## config.mk

```make
export PLATFORM = sky130hd
export DESIGN_NAME = ulpi_rx_decoder
export DESIGN_NICKNAME = d
export VERILOG_FILES = /design/src/rtl/ulpi_rx_decoder.sv
export SDC_FILE = /design/constraint.sdc
export NUM_CORES = 1
export LEC_CHECK = 0
export CORE_UTILIZATION = 35
export DETAILED_ROUTE_END_ITERATION = 7
export MAX_ROUTING_LAYER = met4
export PLACE_DENSITY = 0.6
export SLEW_MARGIN = 20
export SYNTH_ARGS = -nofsm -noshare
export SYNTH_HDL_FRONTEND = slang
export SYNTH_SLANG_ARGS = --single-unit
export TNS_END_PERCENT = 10
```

## constraint.sdc

```tcl
create_clock -name clk -period 2.1 [get_ports clk]
set_input_delay 0.42 -clock clk [delete_from_list [all_inputs] [get_ports clk]]
set_output_delay 0.42 -clock clk [all_outputs]
set_load 0.03 [all_outputs]
```

## src/rtl/ulpi_rx_decoder.sv

```systemverilog
// ulpi_rx_decoder
//   Consumes the receive stream of the ULPI-to-AXIS bridge and splits it into
//   three outputs:
//   - RXCMD status (line state, VBUS, RxEvent decode, ID, alt_int).
//   - Register-read return data.
//   - A framed USB packet byte stream. A one-byte hold register delays the
//     packet bytes so that tlast lands on the final byte.
//
// Optional feature: define ULPI_RX_STATS_EN to add saturating packet and
//   bad-packet counters (stat_pkts / stat_errs, STAT_WIDTH bits wide).
//
// Ports
//   clk, rst          clock; synchronous active-high reset
//   rx_tvalid         bridge byte valid
//   rx_tdata          bus byte
//   rx_tuser          [1] rxactive, [0] phydata (1: RXCMD/register data)
//   rx_tready         tied high; a receive must never be aborted
//   reg_rd_pending    next phydata byte is register-read data
//   reg_rdata         captured register data
//   reg_rvalid        one-cycle pulse with reg_rdata
//   pkt_tdata         packet stream: data byte
//   pkt_tvalid        packet stream: byte valid
//   pkt_tready        packet stream: consumer ready
//   pkt_tlast         packet stream: last byte of packet
//   pkt_tuser         packet stream: on the tlast beat, 1 = packet bad
//   linestate         RXCMD[1:0]
//   vbus_state        RXCMD[3:2]
//   rx_active         RxEvent is 01 or 11
//   rx_error          RxEvent is 11
//   host_disc         RxEvent is 10
//   id_gnd            RXCMD[6]
//   alt_int           RXCMD[7]
//   rxcmd_upd         one-cycle pulse per captured RXCMD
//   stat_pkts         (ULPI_RX_STATS_EN) accepted tlast beats
//   stat_errs         (ULPI_RX_STATS_EN) accepted tlast beats with pkt_tuser
module ulpi_rx_decoder #(
  parameter int STAT_WIDTH = 16
) (
  input  logic       clk,
  input  logic       rst,
  input  logic       rx_tvalid,
  input  logic [7:0] rx_tdata,
  input  logic [1:0] rx_tuser,
  output logic       rx_tready,
  input  logic       reg_rd_pending,
  output logic [7:0] reg_rdata,
  output logic       reg_rvalid,
  output logic [7:0] pkt_tdata,
  output logic       pkt_tvalid,
  input  logic       pkt_tready,
  output logic       pkt_tlast,
  output logic       pkt_tuser,
  output logic [1:0] linestate,
  output logic [1:0] vbus_state,
  output logic       rx_active,
  output logic       rx_error,
  output logic       host_disc,
  output logic       id_gnd,
  output logic       alt_int,
  output logic       rxcmd_upd
`ifdef ULPI_RX_STATS_EN
  ,
  output logic [STAT_WIDTH-1:0] stat_pkts,
  output logic [STAT_WIDTH-1:0] stat_errs
`endif
);

  if (STAT_WIDTH < 1) begin : g_stat_width_check
    $error("STAT_WIDTH must be at least 1");
  end

  typedef enum logic {
    IDLE,
    RECV
  } state_t;

  state_t state, state_next;

  logic       rxactive_in;
  logic [1:0] rx_event_in;
  logic       is_reg, is_cmd, is_data;
  logic       pkt_start, pkt_end;
  logic       capture, move, out_free, overflow, err_evt, bad_now;
  logic [7:0] hold_data;
  logic       hold_full;
  logic       bad;

  assign rx_tready   = 1'b1;
  assign rxactive_in = rx_tuser[1];
  assign rx_event_in = rx_tdata[5:4];

  // Beat classification; a pending register read claims the phydata byte.
  assign is_reg  = rx_tvalid &  rx_tuser[0] &  reg_rd_pending;
  assign is_cmd  = rx_tvalid &  rx_tuser[0] & ~reg_rd_pending;
  assign is_data = rx_tvalid & ~rx_tuser[0];

  // NOTE: every signal driven here gets a default first, so no path can
  // leave it unassigned and infer a latch.
  always_comb begin
    state_next = state;
    pkt_start  = 1'b0;
    pkt_end    = 1'b0;
    case (state)
      IDLE: begin
        if (rx_tvalid && rxactive_in) begin
          state_next = RECV;
          pkt_start  = 1'b1;
        end
      end
      RECV: begin
        // dir dropping shows up as a gap in rx_tvalid; the bridge never
        // inserts a gap while dir stays high.
        if (!rx_tvalid || (is_cmd && !rxactive_in)) begin
          state_next = IDLE;
          pkt_end    = 1'b1;
        end
      end
      default: state_next = IDLE;
    endcase
  end

  assign capture  = is_data & ((state == RECV) | pkt_start);
  assign move     = hold_full & (capture | pkt_end);
  assign out_free = ~pkt_tvalid | pkt_tready;
  assign overflow = move & ~out_free;
  assign err_evt  = is_cmd & (rx_event_in == 2'b11) & (state == RECV);
  // Includes this cycle's events so a closing RxError or overflow is
  // reflected on the tlast beat it coincides with.
  assign bad_now  = bad | err_evt | overflow;

  // NOTE: the hold byte is only read while hold_full is set, so it carries
  // no reset; hold_full alone marks it empty after rst.
  always_ff @(posedge clk) begin
    if (capture) hold_data <= rx_tdata;
  end

  // NOTE: sequential state uses non-blocking assignments only, so every
  // register samples pre-edge values regardless of statement order.
  always_ff @(posedge clk) begin
    if (rst) begin
      state      <= IDLE;
      hold_full  <= 1'b0;
      bad        <= 1'b0;
      pkt_tdata  <= '0;
      pkt_tvalid <= 1'b0;
      pkt_tlast  <= 1'b0;
      pkt_tuser  <= 1'b0;
      reg_rdata  <= '0;
      reg_rvalid <= 1'b0;
      rxcmd_upd  <= 1'b0;
      linestate  <= '0;
      vbus_state <= '0;
      rx_active  <= 1'b0;
      rx_error   <= 1'b0;
      host_disc  <= 1'b0;
      id_gnd     <= 1'b0;
      alt_int    <= 1'b0;
    end else begin
      state      <= state_next;
      reg_rvalid <= is_reg;
      rxcmd_upd  <= is_cmd;
      if (is_reg) reg_rdata <= rx_tdata;

      if (is_cmd) begin
        linestate  <= rx_tdata[1:0];
        vbus_state <= rx_tdata[3:2];
        rx_active  <= rx_event_in[0];
        rx_error   <= (rx_event_in == 2'b11);
        host_disc  <= (rx_event_in == 2'b10);
        id_gnd     <= rx_tdata[6];
        alt_int    <= rx_tdata[7];
      end

      if (pkt_tvalid && pkt_tready) begin
        pkt_tvalid <= 1'b0;
        pkt_tlast  <= 1'b0;
        pkt_tuser  <= 1'b0;
      end

      if (move) begin
        if (out_free) begin
          pkt_tdata  <= hold_data;
          pkt_tvalid <= 1'b1;
          pkt_tlast  <= pkt_end;
          pkt_tuser  <= pkt_end & bad_now;
        end else if (pkt_end) begin
          // A stalled output would otherwise swallow the frame end: the
          // last byte overwrites it and carries the bad marking.
          pkt_tdata <= hold_data;
          pkt_tlast <= 1'b1;
          pkt_tuser <= 1'b1;
        end
      end

      if (capture)      hold_full <= 1'b1;
      else if (pkt_end) hold_full <= 1'b0;

      if (pkt_start || pkt_end)   bad <= 1'b0;
      else if (err_evt || overflow) bad <= 1'b1;
    end
  end

`ifdef ULPI_RX_STATS_EN
  logic last_accept;
  assign last_accept = pkt_tvalid & pkt_tready & pkt_tlast;

  always_ff @(posedge clk) begin
    if (rst) begin
      stat_pkts <= '0;
      stat_errs <= '0;
    end else if (last_accept) begin
      if (stat_pkts != '1) stat_pkts <= stat_pkts + 1'b1;
      if (pkt_tuser && (stat_errs != '1)) stat_errs <= stat_errs + 1'b1;
    end
  end
`endif

endmodule
```

==> metrics.md, run 1 <==
| Metric | Value |
|---|---|
| Period utilization | `91.4%` |
| Clock buffer depth | `2` |
| CTS tree | `yes` |
| Clk pin slew, worst setup/hold paths | `70 ps` |
| Routed len/inst | `12.3 um` |
| Post-route antenna net violation count | `0` |
| Post-synth top area share | `41.6%` |
| I/O Pins | `46` |
| Met3 Resource Use GR | `3.63%` |
| Clk root buf | `clkbuf_8` |
| P_leak | `0.810 nW` |
| Global route overflow | `0` |
| GR peak layer | `met2` |
| Detailed-route via count | `1231` |
| Simple-Gate Fraction of Synth Area | `19.9%` |
| DP HPWL | `2410 um` |
| DR pass1 iterations | `4` |
| Global-route wire length before repair | `5410 um` |
| Max frequency | `521 MHz` |
| Slowest cell on crit path | `clkdlybuf4s50_1` |
| Peak supply drop | `0.317 mV` |
| Critical path peak fanout | `10` |
| Final Hold Vio Count | `0` |
| Clock Sinks | `41` |
| Slowest stage delay, CP | `680 ps` |
| Crit. End Element | `register` |
| Largest net degree at the start of global routing | `26` |
| R2r setup slk | `580 ps` |
| Non-Filler Cell Area, Final | `2170 sq um` |
| Leading area contributor after synthesis | `dfxtp_1` |
| Chip Width | `69.4 um` |
| Max Cap Viol | `0` |
| Drt drc | `0` |
| Post-CTS Resized | `0` |
| Die Y | `69.4 um` |
| Placement Rows | `24` |
| Core area | `4350 sq um` |
| Net count, final | `225` |
| Avg Cell Area, Syn | `9.80 sq um` |
| Adder-Cell Fraction of Synth Area | `0%` |
| Syn_nets | `177` |
| XOR/XNOR share of the synthesized area | `0%` |
| Compound-Gate Fraction of Synth Area | `14.8%` |
| Met2 Track Usage GR | `22.3%` |
| GR Util All Layers | `14.7%` |
| Starting DRT DRC Count | `58` |
| Mapped Cells | `162` |
| Hold Path Class | `register to register` |
| Post-synthesis sequential area ratio | `56.7%` |
| Synth Register Bits | `41` |
| Port bufs | `44` |
| Power per Cell Area | `686 nW/um^2` |
| Mux cell area share after synthesis | `5.04%` |
| Setup slack after layout | `180 ps` |
| Synth cell types | `29` |
| Setup WS pre-CTS | `-111 ps` |
| Area Overhead vs Synth | `37.0%` |
| Routed wire length | `3240 um` |
| Largest family of logic cells by synthesized area | `simple AND/OR/NAND/NOR gates` |
| Vias in the first global route | `1167` |
| CP Cell Sequence | `clkdlybuf4s50_1, o21ai_2, a32oi_4, a2bb2oi_4, mux2i_1` |
| Max Slew Vio Count | `0` |
| Met1 GRT Util | `18.1%` |
| Antenna cells | `0` |
| Setup TNS | `0 ps` |
| RSZ-0062 raised after global routing | `no` |
| CP arrival | `2130 ps` |
| Initial cell density of the core | `36.5%` |
| Synthesized area | `1590 sq um` |
| Util after Layout | `49.9%` |
| Postcts setup bufs | `0` |
| Clock Skews | `1.98 ps` |
| Run status | `completed` |
| Clock Latency Late Sink | `290 ps` |
| Kind of critical path | `primary input to register` |
| Hold slack | `457 ps` |
| Initial antenna violation count | `0` |
| Synth top area cells | `dfxtp_1, edfxtp_1, nand2_1, a21oi_1, mux2i_1` |
| Yosys warning count | `0` |
| Cts hold-fix bufs | `0` |
| Num CTS Buffers | `5` |
| Layout cells sized above 1 | `8.53%` |
| Final setup viols | `0` |
| H-tree lvl count | `2` |
| GPL Wtd Cong | `0.830` |
| DP Area | `2090 sq um` |
| Vias/cell | `4.68` |
| Worst endpoint required time | `2310 ps` |
| Die area | `4810 sq um` |
| Critical Path Source Type | `primary input` |
| Tmin final | `1920 ps` |
==> metal layers <==
| metal | routed length [um] | part of all wire [%] |
|---|---|---|
| met2 | 1510 | 46 |
| met3 | 146 | 4.5 |
| met4 | 59 | 1.8 |
| met5 | 0 | 0 |
| met1 | 1530 | 47 |
==> kinds of logic after synthesis <==
family / after synthesis
other: 1
and+or+nand+nor: 72
AOI/OAI and AO/OA: 29
muxes: 8
DFF: 41
buffers and inverters: 11
==> through the flow <==
stage,total power [mW],instances
6_report,1.49,263
5_1_grt,1.56,263
4_1_cts,1.51,263
3_5_place_dp,1.04,255
3_3_place_gp,1.03,255
2_1_floorplan,0.953,162
==> cell usage after synthesis <==
cell type	n
edfxtp_1	8
o32ai_4	1
nand3b_1	2
and3_4	1
o21ai_1	2
a2111oi_2	1
clkbuf_1	6
a2bb2oi_4	1
a32oi_4	1
a221oi_1	1
buf_4	3
a21oi_1	19
nand3_1	1
inv_1	1
conb_1	1
nor2b_1	3
dfxtp_1	33
nand2_1	51
and3b_1	1
nor2_1	7
mux2i_1	8
o21ai_2	1
nand2b_1	1
nor3_1	1
and3_1	2
nor3b_1	2
a21o_1	1
o2111ai_1	1
clkinv_1	1
==> power by group <==
| part | leakage (nW) | switching [mW] | internal (mW) | total [mW] |
|---|---|---|---|---|
| sequential | 0.341 | 0.0135 | 0.825 | 0.838 |
| clock | 0.0430 | 0.252 | 0.223 | 0.475 |
| combinational | 0.426 | 0.0997 | 0.0782 | 0.178 |
| total | 0.810 | 0.365 | 1.13 | 1.49 |
==> layout make-up <==
cell class                 count  area [sq um]
clock buffer                   5          68.8
clock inverter                 3          12.5
fill                         411          2180
inverter                       2          7.51
multi-input combinational    110           634
sequential                    41           901
tap                           52          65.1
timing repair buffer          50           485
==> cell usage in the layout (no fill, tap or decap), types with 3 or more instances in the layout <==
cell type / synthesis / routed
buf_4: 3 / 6
a21oi_1: 19 / 19
mux2i_1: 8 / 8
nand2_1: 51 / 51
clkbuf_8: 0 / 5
clkdlybuf4s50_1: 0 / 44
clkinv_1: 1 / 3
edfxtp_1: 8 / 8
nor2b_1: 3 / 3
nor2_1: 7 / 7
dfxtp_1: 33 / 33
==> final timing paths <==
kind / from / to / cells after the start
worst max-delay path: rx_tvalid / pkt_tdata[5]$_SDFFE_PP0P_ / 5
worst min-delay path: reg_rdata[5]$_SDFFE_PP0P_ / reg_rdata[5]$_SDFFE_PP0P_ / 2
worst max register to register: state$_SDFF_PP0_ / pkt_tdata[5]$_SDFFE_PP0P_ / 4
worst min register to register: reg_rdata[5]$_SDFFE_PP0P_ / reg_rdata[5]$_SDFFE_PP0P_ / 2
==> state kept, by name, summed over array words and instances, names as in the netlist, 2 cells and up <==
signal      count
hold_data       8
pkt_tdata       8
reg_rdata       8
linestate       2
vbus_state      2
==> worst max-delay path: cells and delay by family <==
kind,cells,cell delay [ps]
buffers and inverters,1,680
multiplexers,1,240
AO/OA/AOI/OAI,3,800
No activity file was read; power rests on OpenSTA's default activity.
==> inputs of run 2 (changes only) <==
--- a/config.mk
+++ b/config.mk
@@ -7,8 +7,6 @@
 export LEC_CHECK = 0
 export CORE_UTILIZATION = 35
 export DETAILED_ROUTE_END_ITERATION = 7
-export MAX_ROUTING_LAYER = met4
-export PLACE_DENSITY = 0.6
 export SLEW_MARGIN = 20
 export SYNTH_ARGS = -nofsm -noshare
 export SYNTH_HDL_FRONTEND = slang
==> run 2 against run 1 <==
Worst setup slack lost 3.5 ps. Sequential share of layout area is the same. Clock skew grew 1.1 ps. Sequential power is essentially flat. Critical path depth is the same. Clock power is essentially flat. Non-clock buffer count is the same. Highest routed layer unchanged. Count of clock-buffer cells in the layout is the same. Combinational power is essentially flat. Worst hold slack is essentially flat. Via count is essentially flat.
==> metrics.md, run 2 (same netlist as run 1, synthesis figures left out) <==
| Metric | Value |
|---|---|
| Tmin final | `1920 ps (about the same)` |
| Final setup viols | `0 (unchanged)` |
| Worst endpoint required time | `2310 ps (about the same)` |
| Most frequent cells in the layout | `nand2_1, clkdlybuf4s50_1, dfxtp_1 (unchanged)` |
| Placement Rows | `24 (unchanged)` |
| Antenna cells | `0 (unchanged)` |
| Net switching power | `0.367 mW (was 0.365 mW)` |
| CP Buf/Inv Count | `1 (unchanged)` |
| Detailed-route via count | `1230 (was 1231)` |
| Die area | `4810 sq um (unchanged)` |
| Multi-input logic area | `634 sq um (unchanged)` |
| Net count, final | `225 (unchanged)` |
| CP arrival | `2140 ps (was 2130 ps)` |
| Die Y | `69.4 um (unchanged)` |
| Hold Path Class | `register to register (unchanged)` |
| Setup WS pre-CTS | `-111 ps (unchanged)` |
| DR pass1 iterations | `4 (unchanged)` |
| Power per Cell Area | `687 nW/um^2 (was 686 nW/um^2)` |
| Initial antenna violation count | `0 (unchanged)` |
| H-tree lvl count | `2 (unchanged)` |
| Clock Latency Late Sink | `290 ps (about the same)` |
| Critical Path Source Type | `primary input (unchanged)` |
| P_leak | `0.810 nW (unchanged)` |
| Slowest stage delay, CP | `680 ps (about the same)` |
| Clk pin slew, worst setup/hold paths | `70 ps (about the same)` |
| Internal power | `1.13 mW (about the same)` |
| Starting DRT DRC Count | `55 (was 58)` |
| I/O Pins | `46 (unchanged)` |
| Core area | `4350 sq um (unchanged)` |
| CTS tree | `yes (unchanged)` |
| Vias in the first global route | `1162 (was 1167)` |
| Post-CTS Resized | `0 (unchanged)` |
| Kind of critical path | `primary input to register (unchanged)` |
| Cell family with most CP delay | `compound AO/OA/AOI/OAI gates (unchanged)` |
| Initial cell density of the core | `36.5% (unchanged)` |
| Num CTS Buffers | `5 (unchanged)` |
| Comb pwr share | `11.9% (about the same)` |
| Run status | `completed (unchanged)` |
| Clock buffer depth | `2 (unchanged)` |
| Sw Ratio | `24.6% (was 24.5%)` |
| RSZ-0062 raised after global routing | `no (unchanged)` |
| Max Cap Viol | `0 (unchanged)` |
| HP Start | `reg_rdata[5]$_SDFFE_PP0P_ (unchanged)` |
| Post-route antenna net violation count | `0 (unchanged)` |
| Max frequency | `520 MHz (was 521 MHz)` |
| Period utilization | `91.6% (was 91.4%)` |
| CP Launch Point | `rx_tvalid (unchanged)` |
| Sequential share of power | `56.1% (was 56.2%)` |
| Port bufs | `44 (unchanged)` |
| Drt drc | `0 (unchanged)` |
| Vias/cell | `4.68 (about the same)` |
| GR Util All Layers | `14.4% (was 14.7%)` |
| Routed wire length | `3270 um (was 3240 um)` |
| Register area | `901 sq um (unchanged)` |
| Worst r2r src | `state$_SDFF_PP0_ (unchanged)` |
| Global route overflow | `0 (unchanged)` |
| Area Overhead vs Synth | `37.0% (unchanged)` |
| CP Cell Sequence | `clkdlybuf4s50_1, o21ai_2, a32oi_4, a2bb2oi_4, mux2i_1 (unchanged)` |
| Layout cells sized above 1 | `8.53% (unchanged)` |
| Crit. End Element | `register (unchanged)` |
| Max Slew Vio Count | `0 (unchanged)` |
| Clk root buf | `clkbuf_8 (unchanged)` |
| DP HPWL | `2410 um (unchanged)` |
| Slowest cell on crit path | `clkdlybuf4s50_1 (unchanged)` |
| Clock Power Share | `32.0% (was 31.9%)` |
| Global-route wire length before repair | `5470 um (was 5410 um)` |
| Util after Layout | `49.9% (unchanged)` |
| GPL Wtd Cong | `0.818 (was 0.830)` |
| Clock Sinks | `41 (unchanged)` |
| R2r setup slk | `580 ps (about the same)` |
| Chip Width | `69.4 um (unchanged)` |
| Largest regs | `hold_data: 8 flops, pkt_tdata: 8 flops, reg_rdata: 8 flops (unchanged)` |
| Commonest non-fill, non-tap cell in the layout | `nand2_1 (unchanged)` |
| Fillcell total | `411 (unchanged)` |
| Peak supply drop | `0.319 mV (was 0.317 mV)` |
| Cts hold-fix bufs | `0 (unchanged)` |
| Largest net degree at the start of global routing | `26 (unchanged)` |
| Routed len/inst | `12.4 um (was 12.3 um)` |
| Setup slack after layout | `177 ps (was 180 ps)` |
| Critical path peak fanout | `10 (unchanged)` |
| Clock Skews | `3.10 ps (was 1.98 ps)` |
| Final Hold Vio Count | `0 (unchanged)` |
| Postcts setup bufs | `0 (unchanged)` |
-- run 2: cell counts in the layout (fill, tap and decap cells not counted) --
No cell type changed its count.
-- run 2: area by class of cell --
class,count,area share [%]
multi-input cells,110,29.2
clock inverters,3,0.575
well taps,52,2.99
clock buffers,5,3.16
inverters,2,0.345
flip-flops and latches,41,41.4
repair buffers,50,22.3
-- run 2: worst min-delay path, delay by kind of cell, from the launching register on --
kind	cells	cell delay, ps
flops	1	310
compound gates	1	50
simple gates	1	50
-- run 2: per-layer routing --
metal / track usage, % / share of wire (%)
met1: 18.5 / 48
met2: 22.2 / 46
met3: 4.07 / 3.9
met4: 7.48 / 2.0
met5: 0 / 0
-- run 2: per-stage QoR --
stage	std cells	power, mW	instance area [sq um]	hold WS, ps	TNS (ps)
final	263	1.49	2170	457	0
after global routing	263	1.56	2170	483	0
after CTS	263	1.51	2170	461	0
after detailed placement	255	1.04	2090	445	-681
after global placement	255	1.03	2090	447	-365
after floorplan	162	0.953	1590	476	0
-- run 2: power by group through the flow --
stage / sequential, mW / clock, mW / combinational [mW]
6_report: 0.838 / 0.477 / 0.178
5_1_grt: 0.841 / 0.530 / 0.193
4_1_cts: 0.838 / 0.493 / 0.181
3_5_place_dp: 0.857 / 0 / 0.180
3_3_place_gp: 0.856 / 0 / 0.179
2_1_floorplan: 0.885 / 0 / 0.0678
-- run 2: worst paths after layout --
check                                            endpoint  cells after the start
worst min-delay path            reg_rdata[5]$_SDFFE_PP0P_                      2
worst max register to register  pkt_tdata[5]$_SDFFE_PP0P_                      4
worst max-delay path            pkt_tdata[5]$_SDFFE_PP0P_                      5
worst min register to register  reg_rdata[5]$_SDFFE_PP0P_                      2
==> inputs of run 3 (changes only) <==
--- a/config.mk
+++ b/config.mk
@@ -6,7 +6,9 @@
 export NUM_CORES = 1
 export LEC_CHECK = 0
 export CORE_UTILIZATION = 35
+export CTS_BUF_LIST = sky130_fd_sc_hd__clkbuf_8 sky130_fd_sc_hd__clkbuf_16
 export DETAILED_ROUTE_END_ITERATION = 7
+export SKIP_LAST_GASP = 1
 export SLEW_MARGIN = 20
 export SYNTH_ARGS = -nofsm -noshare
 export SYNTH_HDL_FRONTEND = slang
==> constraint.sdc (replaced) <==
create_clock -name clk -period 2.1 [get_ports clk]
set_input_delay 0.21 -clock clk [delete_from_list [all_inputs] [get_ports clk]]
set_output_delay 0.21 -clock clk [all_outputs]
set_load 0.03 [all_outputs]
==> run 3 against run 2 <==
Clock skew increased by 1.4 ps. Via count about the same. Critical path type unchanged. Clock power increased by 27%. Sequential power about the same.
==> metrics.md, run 3 (same netlist as run 1, synthesis figures left out) <==
| Metric | Value |
|---|---|
| CP Cell Sequence | `clkdlybuf4s50_1, a21o_1, a32oi_4, a2bb2oi_4, mux2i_1 (was clkdlybuf4s50_1, o21ai_2, a32oi_4, a2bb2oi_4, mux2i_1)` |
| Non-Filler Cell Area, Final | `2190 sq um (was 2170 sq um)` |
| Register area | `901 sq um (unchanged)` |
| Clk pin slew, worst setup/hold paths | `80 ps (was 70 ps)` |
| Peak supply drop | `0.418 mV (was 0.319 mV)` |
| Layout cells sized above 1 | `8.10% (was 8.53%)` |
| Vias/cell | `4.70 (was 4.68)` |
| P_leak | `0.820 nW (was 0.810 nW)` |
| RSZ-0062 raised after global routing | `no (unchanged)` |
| DR pass1 iterations | `4 (unchanged)` |
| Die area | `4810 sq um (unchanged)` |
| Period utilization | `77.3% (was 91.6%)` |
| Clock buffer depth | `2 (unchanged)` |
| Chip Width | `69.4 um (unchanged)` |
| Worst reg2reg path depth | `4 (unchanged)` |
| Final std cells w/o fill | `262 (was 263)` |
| Vias in the first global route | `1192 (was 1162)` |
| Max Slew Vio Count | `0 (unchanged)` |
| H-tree lvl count | `2 (unchanged)` |
| Util after Layout | `50.3% (was 49.9%)` |
| Starting DRT DRC Count | `55 (unchanged)` |
| CP arrival | `1840 ps (was 2140 ps)` |
| Critical Path Source Type | `primary input (unchanged)` |
| Power per Cell Area | `740 nW/um^2 (was 687 nW/um^2)` |
| Total chip power | `1.62 mW (was 1.49 mW)` |
| Die Y | `69.4 um (unchanged)` |
| Num CTS Buffers | `5 (unchanged)` |
| Commonest non-fill, non-tap cell in the layout | `nand2_1 (unchanged)` |
| Final setup viols | `0 (unchanged)` |
| Reg-to-Reg End | `pkt_tdata[4]$_SDFFE_PP0P_ (was pkt_tdata[5]$_SDFFE_PP0P_)` |
| Worst endpoint required time | `2320 ps (was 2310 ps)` |
| Tmin final | `1620 ps (was 1920 ps)` |
| Port bufs | `44 (unchanged)` |
| Routed wire length | `3340 um (was 3270 um)` |
| WHS Endpoint | `pkt_tdata[3]$_SDFFE_PP0P_ (was reg_rdata[5]$_SDFFE_PP0P_)` |
| DP HPWL | `2450 um (was 2410 um)` |
| Placed Cells incl. Taps | `254 (was 255)` |
| Max frequency | `616 MHz (was 520 MHz)` |
| I/O Pins | `46 (unchanged)` |
| Worst r2r src | `state$_SDFF_PP0_ (unchanged)` |
| Postcts setup bufs | `0 (unchanged)` |
| Post-CTS Resized | `0 (unchanged)` |
| DP Area | `2090 sq um (about the same)` |
| Clock Sinks | `41 (unchanged)` |
| Slowest cell on crit path | `clkdlybuf4s50_1 (unchanged)` |
| Clk root buf | `clkbuf_8 (unchanged)` |
| Largest net degree at the start of global routing | `26 (unchanged)` |
| Routed len/inst | `12.7 um (was 12.4 um)` |
| Area Overhead vs Synth | `38.1% (was 37.0%)` |
| Drt drc | `0 (unchanged)` |
| Worst hold stages | `2 (unchanged)` |
| Slowest stage delay, CP | `530 ps (was 680 ps)` |
| Most frequent cells in the layout | `nand2_1, clkdlybuf4s50_1, dfxtp_1 (unchanged)` |
| HP Start | `pkt_tdata[3]$_SDFFE_PP0P_ (was reg_rdata[5]$_SDFFE_PP0P_)` |
| Setup TNS | `0 ps (unchanged)` |
| Max Cap Viol | `0 (unchanged)` |
| Multi-input logic area | `634 sq um (unchanged)` |
| Net count, final | `224 (was 225)` |
| CTS tree | `yes (unchanged)` |
| Fillcell total | `403 (was 411)` |
| Critical path peak fanout | `8 (was 10)` |
| Global route overflow | `0 (unchanged)` |
| GPL Wtd Cong | `0.860 (was 0.818)` |
| Final Hold Vio Count | `0 (unchanged)` |
| GR Util All Layers | `15.0% (was 14.4%)` |
| Cts hold-fix bufs | `0 (unchanged)` |
| Crit. End Element | `register (unchanged)` |
| Global-route wire length before repair | `5690 um (was 5470 um)` |
| Detailed-route via count | `1231 (was 1230)` |
| Antenna cells | `0 (unchanged)` |
| Run status | `completed (unchanged)` |
| Initial antenna violation count | `0 (unchanged)` |
| Initial cell density of the core | `36.5% (unchanged)` |
| Hold Path Class | `register to register (unchanged)` |
| Core area | `4350 sq um (unchanged)` |
| Kind of critical path | `primary input to register (unchanged)` |
| Placement Rows | `24 (unchanged)` |
| Clock Skews | `4.49 ps (was 3.10 ps)` |
| Largest regs | `hold_data: 8 flops, pkt_tdata: 8 flops, reg_rdata: 8 flops (unchanged)` |
| Post-route antenna net violation count | `0 (unchanged)` |
| Clock Latency Late Sink | `290 ps (about the same)` |
| R2r setup slk | `590 ps (was 580 ps)` |
-- run 3: final cells by class --
class	instances	area share, %
Tap cell	52	2.97
Multi-Input combinational cell	110	28.9
Timing Repair Buffer	49	21.8
Clock inverter	3	1.71
Clock buffer	5	3.14
Inverter	2	0.342
Sequential cell	41	41.1
-- run 3: worst max path at each step --
stage	end	slack, ps	cells past startpoint	start
after global placement	pkt_tdata[7]$_SDFFE_PP0P_	230	5	rx_tuser[1]
after detailed placement	pkt_tdata[4]$_SDFFE_PP0P_	150	5	rx_tuser[1]
after CTS	pkt_tdata[4]$_SDFFE_PP0P_	460	5	rx_tuser[1]
after global routing	pkt_tdata[4]$_SDFFE_PP0P_	410	5	rx_tuser[1]
final	pkt_tdata[4]$_SDFFE_PP0P_	480	5	rx_tuser[1]
after floorplan	hold_data[0]$_DFFE_PP_	480	2	state$_SDFF_PP0_
-- run 3: routing by layer --
layer / GRT usage [%] / vias to the layer above / part of all wire, %
met2: 23.1 / 25 / 46
met1: 19.2 / 565 / 48
li1: - / 637 / -
met5: 0 / - / 0
met4: 6.58 / 0 / 1.8
met3: 5.09 / 4 / 4.4
-- run 3: through the flow --
step                      hold slack (ps)  setup slack, ps
after floorplan                       309              482
after global placement                445              226
after detailed placement              448              153
after CTS                             459              457
after global routing                  491              410
final                                 458              477
-- run 3: worst max-delay path, delay by kind of cell --
kind	cells	cell delay [ps]
AO/OA/AOI/OAI	3	860
buffers and inverters	1	530
multiplexers	1	230
-- run 3: power breakdown --
part | leakage, nW | internal, mW | switching [mW]
Combinational | 0.421 | 0.0774 | 0.101
Sequential | 0.341 | 0.825 | 0.0136
Clock | 0.0570 | 0.346 | 0.259
Total | 0.820 | 1.25 | 0.374
